**src/rtl/fetch_aligner.sv**
```systemverilog
`timescale 1ns/1ps
`default_nettype none
// +------------------------------------------------------------------------+
// | Module      : fetch_aligner                                            |
// | Description : Instruction-fetch front end. Fetches aligned 32-bit words,|
// |               buffers them as halfwords and hands decode one 16-bit    |
// |               (expanded via the external decompressor) or 32-bit       |
// |               instruction per handshake, including word straddles.     |
// | Revision    : 1.0 - initial release                                    |
// +------------------------------------------------------------------------+
module fetch_aligner #(
  parameter logic [31:0] RESET_PC = 32'h0000_0000
) (
  input  logic        clk,
  input  logic        reset_n,
  input  logic        flush,
  input  logic [31:0] flush_pc,
  output logic        imem_req_valid,
  output logic [31:0] imem_req_addr,
  input  logic        imem_req_ready,
  input  logic        imem_resp_valid,
  input  logic [31:0] imem_resp_data,
  output logic [15:0] dec_in,
  input  logic [31:0] dec_out,
  output logic        instr_valid,
  input  logic        instr_ready,
  output logic [31:0] instr,
  output logic [31:0] instr_pc,
  output logic        instr_compressed
);

  localparam int unsigned c_DEPTH = 4;

  typedef enum logic [1:0] {
    ST_IDLE    = 2'd0,
    ST_WAIT    = 2'd1,
    ST_DISCARD = 2'd2
  } state_t;

  state_t      r_state;
  state_t      w_state_next;
  logic        r_run;
  logic [2:0]  r_count;
  logic [15:0] r_q [c_DEPTH];
  logic [31:0] r_head_pc;
  logic [31:0] r_fetch_addr;
  logic        r_drop_low;

  logic [15:0] w_head;
  logic [15:0] w_entry1;
  logic        w_is32;
  logic        w_valid;
  logic [1:0]  w_pop_n;
  logic [1:0]  w_push_n;
  logic        w_req_valid;
  logic        w_accept;
  logic [2:0]  w_remain;
  logic [2:0]  w_count_next;
  logic [15:0] w_push_first;
  logic [15:0] w_push_second;
  logic [15:0] w_q_next [c_DEPTH];
  logic        w_unused_bits;

  // Bit 0 of a redirect target never matters for halfword-aligned code.
  assign w_unused_bits = flush_pc[0];

  // Head decode: the low two bits of the head halfword select 16- vs 32-bit.
  always_comb begin
    w_head   = (r_count != 3'd0) ? r_q[0] : 16'h0000;
    w_entry1 = r_q[1];
    w_is32   = (w_head[1:0] == 2'b11);
    w_valid  = !flush && ((!w_is32 && (r_count >= 3'd1)) ||
                          ( w_is32 && (r_count >= 3'd2)));
    w_pop_n  = 2'd0;
    if (w_valid && instr_ready) begin
      w_pop_n = w_is32 ? 2'd2 : 2'd1;
    end
  end

  assign dec_in           = w_head;
  assign instr_valid      = w_valid;
  assign instr            = w_valid ? (w_is32 ? {w_entry1, w_head} : dec_out) : 32'h0000_0000;
  assign instr_pc         = r_head_pc;
  assign instr_compressed = w_valid && !w_is32;

  // Fetch FSM next state, request generation and number of halfwords to push.
  always_comb begin
    w_state_next = r_state;
    w_req_valid  = 1'b0;
    w_push_n     = 2'd0;
    case (r_state)
      ST_IDLE: begin
        w_req_valid = r_run && (r_count <= 3'd2) && !flush;
        if (w_req_valid && imem_req_ready) begin
          w_state_next = ST_WAIT;
        end
      end
      ST_WAIT: begin
        if (imem_resp_valid) begin
          w_state_next = ST_IDLE;
          if (!flush) begin
            w_push_n = r_drop_low ? 2'd1 : 2'd2;
          end
        end else if (flush) begin
          w_state_next = ST_DISCARD;
        end
      end
      ST_DISCARD: begin
        if (imem_resp_valid) begin
          w_state_next = ST_IDLE;
        end
      end
      default: w_state_next = ST_IDLE;
    endcase
  end

  assign w_accept       = w_req_valid && imem_req_ready;
  assign imem_req_valid = w_req_valid;
  assign imem_req_addr  = r_fetch_addr;

  // Queue next state: shift out popped entries, then append pushed halfwords.
  always_comb begin
    logic [2:0] v_src;
    w_remain      = r_count - {1'b0, w_pop_n};
    w_count_next  = w_remain + {1'b0, w_push_n};
    w_push_first  = r_drop_low ? imem_resp_data[31:16] : imem_resp_data[15:0];
    w_push_second = imem_resp_data[31:16];
    v_src         = 3'd0;
    for (int i = 0; i < c_DEPTH; i++) begin
      v_src = 3'(i) + {1'b0, w_pop_n};
      if (v_src < 3'(c_DEPTH)) begin
        w_q_next[i] = r_q[v_src[1:0]];
      end else begin
        w_q_next[i] = 16'h0000;
      end
      if ((w_push_n != 2'd0) && (3'(i) == w_remain)) begin
        w_q_next[i] = w_push_first;
      end
      if ((w_push_n == 2'd2) && (3'(i) == (w_remain + 3'd1))) begin
        w_q_next[i] = w_push_second;
      end
    end
  end

  // State registers; a flush empties the queue and re-points both PCs.
  always_ff @(posedge clk or negedge reset_n) begin
    if (!reset_n) begin
      r_state      <= ST_IDLE;
      r_run        <= 1'b0;
      r_count      <= 3'd0;
      r_head_pc    <= {RESET_PC[31:1], 1'b0};
      r_fetch_addr <= {RESET_PC[31:2], 2'b00};
      r_drop_low   <= RESET_PC[1];
      for (int i = 0; i < c_DEPTH; i++) begin
        r_q[i] <= 16'h0000;
      end
    end else begin
      r_state <= w_state_next;
      r_run   <= 1'b1;
      if (flush) begin
        r_count      <= 3'd0;
        r_head_pc    <= {flush_pc[31:1], 1'b0};
        r_fetch_addr <= {flush_pc[31:2], 2'b00};
        r_drop_low   <= flush_pc[1];
      end else begin
        r_count <= w_count_next;
        for (int i = 0; i < c_DEPTH; i++) begin
          r_q[i] <= w_q_next[i];
        end
        if (w_pop_n != 2'd0) begin
          r_head_pc <= r_head_pc + ((w_pop_n == 2'd2) ? 32'd4 : 32'd2);
        end
        if (w_accept) begin
          r_fetch_addr <= r_fetch_addr + 32'd4;
        end
        if (w_push_n != 2'd0) begin
          r_drop_low <= 1'b0;
        end
      end
    end
  end

endmodule
`default_nettype wire

```
**config.mk**
```make
export PLATFORM = sky130hd
export DESIGN_NAME = fetch_aligner
export DESIGN_NICKNAME = d
export VERILOG_FILES = /design/src/rtl/fetch_aligner.sv
export SDC_FILE = /design/constraint.sdc
export NUM_CORES = 1
export LEC_CHECK = 0
export ABC_AREA = 1
export CORE_MARGIN = 2
export CORE_UTILIZATION = 53
export DETAILED_ROUTE_END_ITERATION = 7
export GPL_ROUTABILITY_DRIVEN = 0
export PLACE_DENSITY = 0.93
export SETUP_SLACK_MARGIN = 0.4
export SLEW_MARGIN = 20
export SYNTH_ARGS = -nofsm -noshare
export SYNTH_HDL_FRONTEND = slang
export SYNTH_SLANG_ARGS = --single-unit
```
**constraint.sdc**
```tcl
create_clock -name clk -period 4.5 [get_ports clk]
set_input_delay 0.9 -clock clk [delete_from_list [all_inputs] [get_ports clk]]
set_output_delay 0.9 -clock clk [all_outputs]
set_load 0.02 [all_outputs]
```
== After elaboration in Yosys (flattened, before gate mapping) ==
Cells that the tools add are included.
Storage, ports and cells
  latch bits: 0
  bits in registers: 135
  memory bits (read-only): 0
  output and inout port bits: 115
  memories kept: 0
  input port bits: 102
  logic and storage cells: 125
  bits in writable memories: 0
Operators by class
  div/mod/pow operators: 0
  bitwise logic cells: 4
  $lt $le $gt $ge: 11
  equal/unequal tests: 14
  multipliers: 0
  mux-type cells: 48
  reduce and logical (&&, ||, !) cells: 30
  add/sub/neg operators: 8
  shift operators: 0
Operator list (count)
  $mux 16: 22
  $mux 32: 6
  $bmux 16 s2: 4
  $add 32x3->32: 1
  $add 32x3->32 const B: 1
  $mux 2: 10
  $logic_and 1x1->1: 17
  $eq 2x3->1 const A: 4
  $ge 3x3->1 const B: 4
  $not 2->3: 4
  $reduce_bool 2->1: 5
  $lt 3x3->1 const B: 3
  $eq 2x2->1 const B: 4
  $add 2x2->3 const A: 2
  $eq 1x3->1 const A: 2
  $logic_not 3->1: 2
  $mux 3: 2
  $pmux 2 s3: 1
  $ne 2x2->1 const B: 2
  $add 1x2->3 const A: 1
  $add 3x1->3 const B: 1
  $add 3x2->3: 1
  $ge 3x1->1 const B: 1
  $ge 3x2->1 const B: 1
  other kinds (11): 14

== Logic depth before layout (Yosys ltp) ==
  word-level depth: 17
  gate-level depth with buffers: 20

== Least setup slack after synthesis ==
Ideal clock, no wire load.
  path type: in2reg
  start: input flush
  end: register r_q (netlist bit w_entry1[0])
  path slack: 0.613 ns
  data arrival time: 3.770 ns
  cell stages on the path: 18
  cells stage by stage: buf_4 a21oi_4 nand3_2 inv_2 buf_4 ha_1 inv_1 fa_1 inv_1 nor2_1 ha_1 nand3_1 clkbuf_1 nand2_1 inv_1 nand2_1 nand2_1 nand2_1
Between the ends
  word-level cells in the longest chain between the ends: 12
  elaborated cells on any way between the ends: 24
  those cells by class: add/sub (3); order compare (1); eq/ne (3); mux (10); bitwise (1); reduce/logical (6)
Ends and longest elaborated chain
  start: declaration: RTL line 16  | input logic flush,
  branches (longest 12 deep; another with $sub 3x2->3)
  end signal: indexed assignment: RTL line 168  | r_q[i] <= w_q_next[i];
  end: declaration: RTL line 44  | logic [15:0] r_q [c_DEPTH];
Parallel ways; which one is timed is not known. The select of a mux whose other input is x is not followed.
A chain may end at the register's enable or synchronous reset.

== Final worst setup path ==
  start: input flush
  end: output instr[30]
Between the ends
  word-level cells in the longest chain between the ends: 3
Ends and longest elaborated chain
  $logic_not 1->1
  $logic_and 1x1->1: RTL line 72  | w_valid = !flush && ((!w_is32 && (r_count >= 3'd1)) ||
  $mux 32: RTL line 82  | assign instr = w_valid ? (w_is32 ? {w_entry1, w_head} : dec_out) : 32'h0000_0000;
  end: declaration: RTL line 27  | output logic [31:0] instr,
No other way between the ends.

==> impl_metrics.py <==
metrics = {
    "global_routing": {
        "initial_antenna_violation_count": 0,
        "overall_fraction_of_global_route_tracks_in_use": 0.366,
        "grt_pass1_wl_mm": 62.6,
        "global_route.overflow_total": 0,
        "number_of_global_route_vias_before_repair": 12200,
        "grt_max_degree": 83,
    },
    "finish": {
        "layout-drive-gt1-share": 0.0517,
        "finalNonFillerCells": 2219,
        "combined_area_of_the_multi_input_logic_cells_um2": 6170,
        "fillers": 1575,
        "number_of_nets_at_the_end_of_the_flow": 2055,
        "final_core_occ": 0.693,
        "stdcell_area_um2": 13600,
        "layout.cells.most_common": "sky130_fd_sc_hd__nand2_1",
        "antenna_cells_inserted": 0,
        "area_of_all_sequential_standard_cells_um2": 3300,
        "mostFrequentLayoutCells": "sky130_fd_sc_hd__nand2_1, sky130_fd_sc_hd__inv_1, sky130_fd_sc_hd__clkdlybuf4s50_1",
        "syn2layout_area_growth_pct": 27.3,
    },
    "floorplanning": {
        "die_area_um2": 21300,
        "placeableCoreArea_um2": 19700,
        "fp.dieH_um": 146,
        "fp-row-count": 51,
        "start_util": 0.544,
        "io_pins": 217,
        "die_w_um": 146,
    },
    "timing": {
        "timing.setup.tns_ns": 0,
        "worst_slew_margin_rel": 0.386,
        "setup_viol_count_final": 0,
        "report.final.hold_viol_count": 0,
        "worst-slew-pin-transition_ns": 0.920,
        "timing.final.crit_share": 0.866,
        "maxClockFrequency_mhz": 257,
        "grt_setup_unrepaired": "no",
        "fin_skew_ns": 0.0152,
        "slew_viol_final": 0,
        "finalWorstPathRequiredPeriod_ns": 3.90,
    },
    "critical_path": {
        "ff2ff_setup_slack_ns": 0.76,
        "regToRegStartpoint": "r_count[2]",
        "timing.reg2reg.worst_path_depth": 13,
        "startpoint": "flush",
        "startpoint_type": "input pin",
        "critical-path-max-stage-delay_ns": 0.64,
        "cp_max_fo": 17,
        "worst_ep_required_time_ns": 3.60,
        "worstSetupPathType": "in2out",
        "worst-path-buf-inv": 3,
        "crit_path_capture_type": "output port",
        "r2r_end": "r_q[56]",
        "critical_path.endpoint": "instr[30]",
        "cell_class_contributing_the_biggest_share_of_worst_path_delay": "buffers and inverters",
        "critical_path_cell_sequence": "buf_2 > a21oi_4 > nand2_2 > buf_4 > a21oi_1 > clkdlybuf4s50_1",
        "cp.arrival_ns": 3.00,
        "cp_num_cells": 6,
        "critPathSlowestCell": "sky130_fd_sc_hd__clkdlybuf4s50_1",
    },
    "clocking": {
        "worstSkewPairLatency_ns": 0.44,
        "clkSlewWorstSetupHoldPaths_ns": 0.06,
        "clock_tree.htree_level_count": 4,
        "ctsLongestPathBuffers": 2,
        "clock-root-buffer": "sky130_fd_sc_hd__clkbuf_16",
        "cts_hold_repair.buffers": 0,
        "cts_setup_buffers": 0,
        "clock_sinks": 132,
        "cts_buffers": 17,
        "tritoncts": "done",
    },
    "pwr": {
        "power_leakage_uw": 0.00670,
        "sw_frac_of_total": 0.424,
        "netSwitchingPower_uw": 2210,
        "power_density_nw_per_um2": 383,
        "seq_power_share": 0.386,
        "peakVddDrop_uv": 323,
        "power_frac_clock": 0.259,
        "comb_power_share": 0.355,
        "power.internal_uw": 3010,
    },
    "routing": {
        "drc": 5,
        "wire_per_inst_um": 18.1,
        "ant_nets": 0,
        "drt-pass1-iter-count": 8,
        "vias": 13200,
        "route.final.wire_length_mm": 40.1,
        "number_of_drc_markers_after_the_initial_detailed_route_iteration": 2005,
        "via_per_inst": 5.95,
    },
    "run_status": {
        "result_of_the_run": "finished with violations",
        "violated_checks": "design-rule violations",
    },
    "placed_design": {
        "io_buffer_count": 212,
        "placed_cells_incl_taps": 2187,
        "placed_cell_area_um2": 13100,
        "dp_hpwl_mm": 27.9,
    },
    "flow_run": {
        "timing.max_cap.violations": 0,
    },
    "logic_synthesis": {
        "synthesis.area_per_instance_um2": 6.09,
        "ys_warnings": 0,
        "netlist_area_um2": 10700,
        "synth_seq_cells": 132,
        "synth.yosys.seq_area_share": 0.309,
        "yosys.cell_types.count": 38,
        "count_of_mapped_cells_out_of_synthesis": 1756,
    },
    "min_path": {
        "hp-class": "reg2reg",
    },
}
-- kinds of logic (layout without fill, tap and decap cells) --
logic type | after synthesis | in the layout | synth area share
simple gates | 1061 | 1061 | 0.418
buf+inv | 313 | 509 | 0.116
compound gates | 198 | 198 | 0.109
flops | 132 | 132 | 0.309
xor+xnor | 38 | 38 | 0.0318
fa+ha+maj | 12 | 12 | 0.0161
other cells | 2 | 4 | 0.000702
-- routing by layer --
metal	part of all wire	global-route usage
met4	0.046	0.169
met2	0.44	0.561
met3	0.16	0.132
met5	0	0
met1	0.36	0.463
-- metrics by stage --
| stage | hold slack [ns] | total power [uW] | worst slack (ns) |
|---|---|---|---|
| CTS | 0.542 | 5140 | 0.474 |
| global route | 0.566 | 5490 | 0.435 |
| finish | 0.538 | 5220 | 0.601 |
| detailed placement | 0.521 | 3790 | 0.480 |
| global placement | 0.515 | 3700 | 0.488 |
| floorplan | 0.491 | 3030 | 0.613 |
-- registers in the layout (all words and copies together) (netlist names) --
name           flops
w_entry1          16
r_count            3
r_run              1
imem_req_addr     30
r_state            2
r_drop_low         1
r_q               48
instr_pc          31
-- repair_timing --
action | in CTS | in global routing
gates resized for setup | 0 | 1
hold endpoints to repair | 0 | 0
setup endpoints to repair | 0 | 17
-- power groups by stage --
| stage | clock network, uW | registers (uW) | logic (uW) |
|---|---|---|---|
| 6_report | 1350 | 2010 | 1850 |
| 4_1_cts | 1350 | 1960 | 1830 |
| 5_1_grt | 1400 | 2030 | 2060 |
| 2_1_floorplan | 0 | 1890 | 1140 |
| 3_5_place_dp | 0 | 1980 | 1800 |
| 3_3_place_gp | 0 | 1970 | 1730 |
-- Yosys cell counts (all sizes together) --
cell type / count / area (um^2)
o21a: 2 / 15.0
xnor2: 8 / 70.1
o211ai: 49 / 368
buf: 39 / 213
a21oi: 63 / 327
clkinv: 1 / 3.75
fa: 3 / 60.1
or2: 8 / 50.1
a22oi: 2 / 15.0
inv: 228 / 856
nand3b: 3 / 22.5
nand4: 51 / 319
nand3: 180 / 928
nand2: 664 / 2490
o31ai: 3 / 22.5
clkbuf: 45 / 169
ha: 9 / 113
xor2: 30 / 270
nor2: 129 / 524
o221ai: 3 / 26.3
conb: 2 / 7.51
nor3b: 1 / 7.51
o311ai: 1 / 8.76
a31oi: 4 / 25.0
o21ai: 71 / 355
nor3: 25 / 125
dfrtp: 132 / 3300
-- worst min-delay path by stage --
stage / endpoint / slack, ns / from / cells past startpoint
CTS: r_q[0] / 0.54 / r_q[0] / 2
detailed placement: r_q[0] / 0.52 / r_q[0] / 2
global route: r_q[13] / 0.57 / r_q[13] / 2
floorplan: r_q[14] / 0.49 / r_q[14] / 2
global placement: r_q[9] / 0.51 / r_q[9] / 2
finish: r_q[1] / 0.54 / r_q[1] / 2
-- worst reg2reg max path, cell delays in order (launching register included) --
cell and delay (ns):
sky130_fd_sc_hd__dfrtp_1 0.43, sky130_fd_sc_hd__nor2_2 0.09, sky130_fd_sc_hd__a21oi_4 0.53, sky130_fd_sc_hd__nand3_4 0.14, sky130_fd_sc_hd__nor2_2 0.17, sky130_fd_sc_hd__inv_1 0.11
sky130_fd_sc_hd__fa_1 0.66, sky130_fd_sc_hd__inv_1 0.06, sky130_fd_sc_hd__nor2_1 0.21, sky130_fd_sc_hd__ha_1 0.26, sky130_fd_sc_hd__nand3_2 0.10, sky130_fd_sc_hd__inv_1 0.68
sky130_fd_sc_hd__nand2_1 0.13, sky130_fd_sc_hd__nand2_1 0.10
-- area by class of cell --
cell class                      instances  share of cell area
Clock buffer                           17              0.0312
Tap cell                              265              0.0243
Clock inverter                         15              0.0101
Sequential cell                       132               0.242
Multi-Input combinational cell       1313               0.453
Inverter                              229              0.0631
Timing Repair Buffer                  248               0.176
No activity file was read; power rests on OpenSTA's default activity.
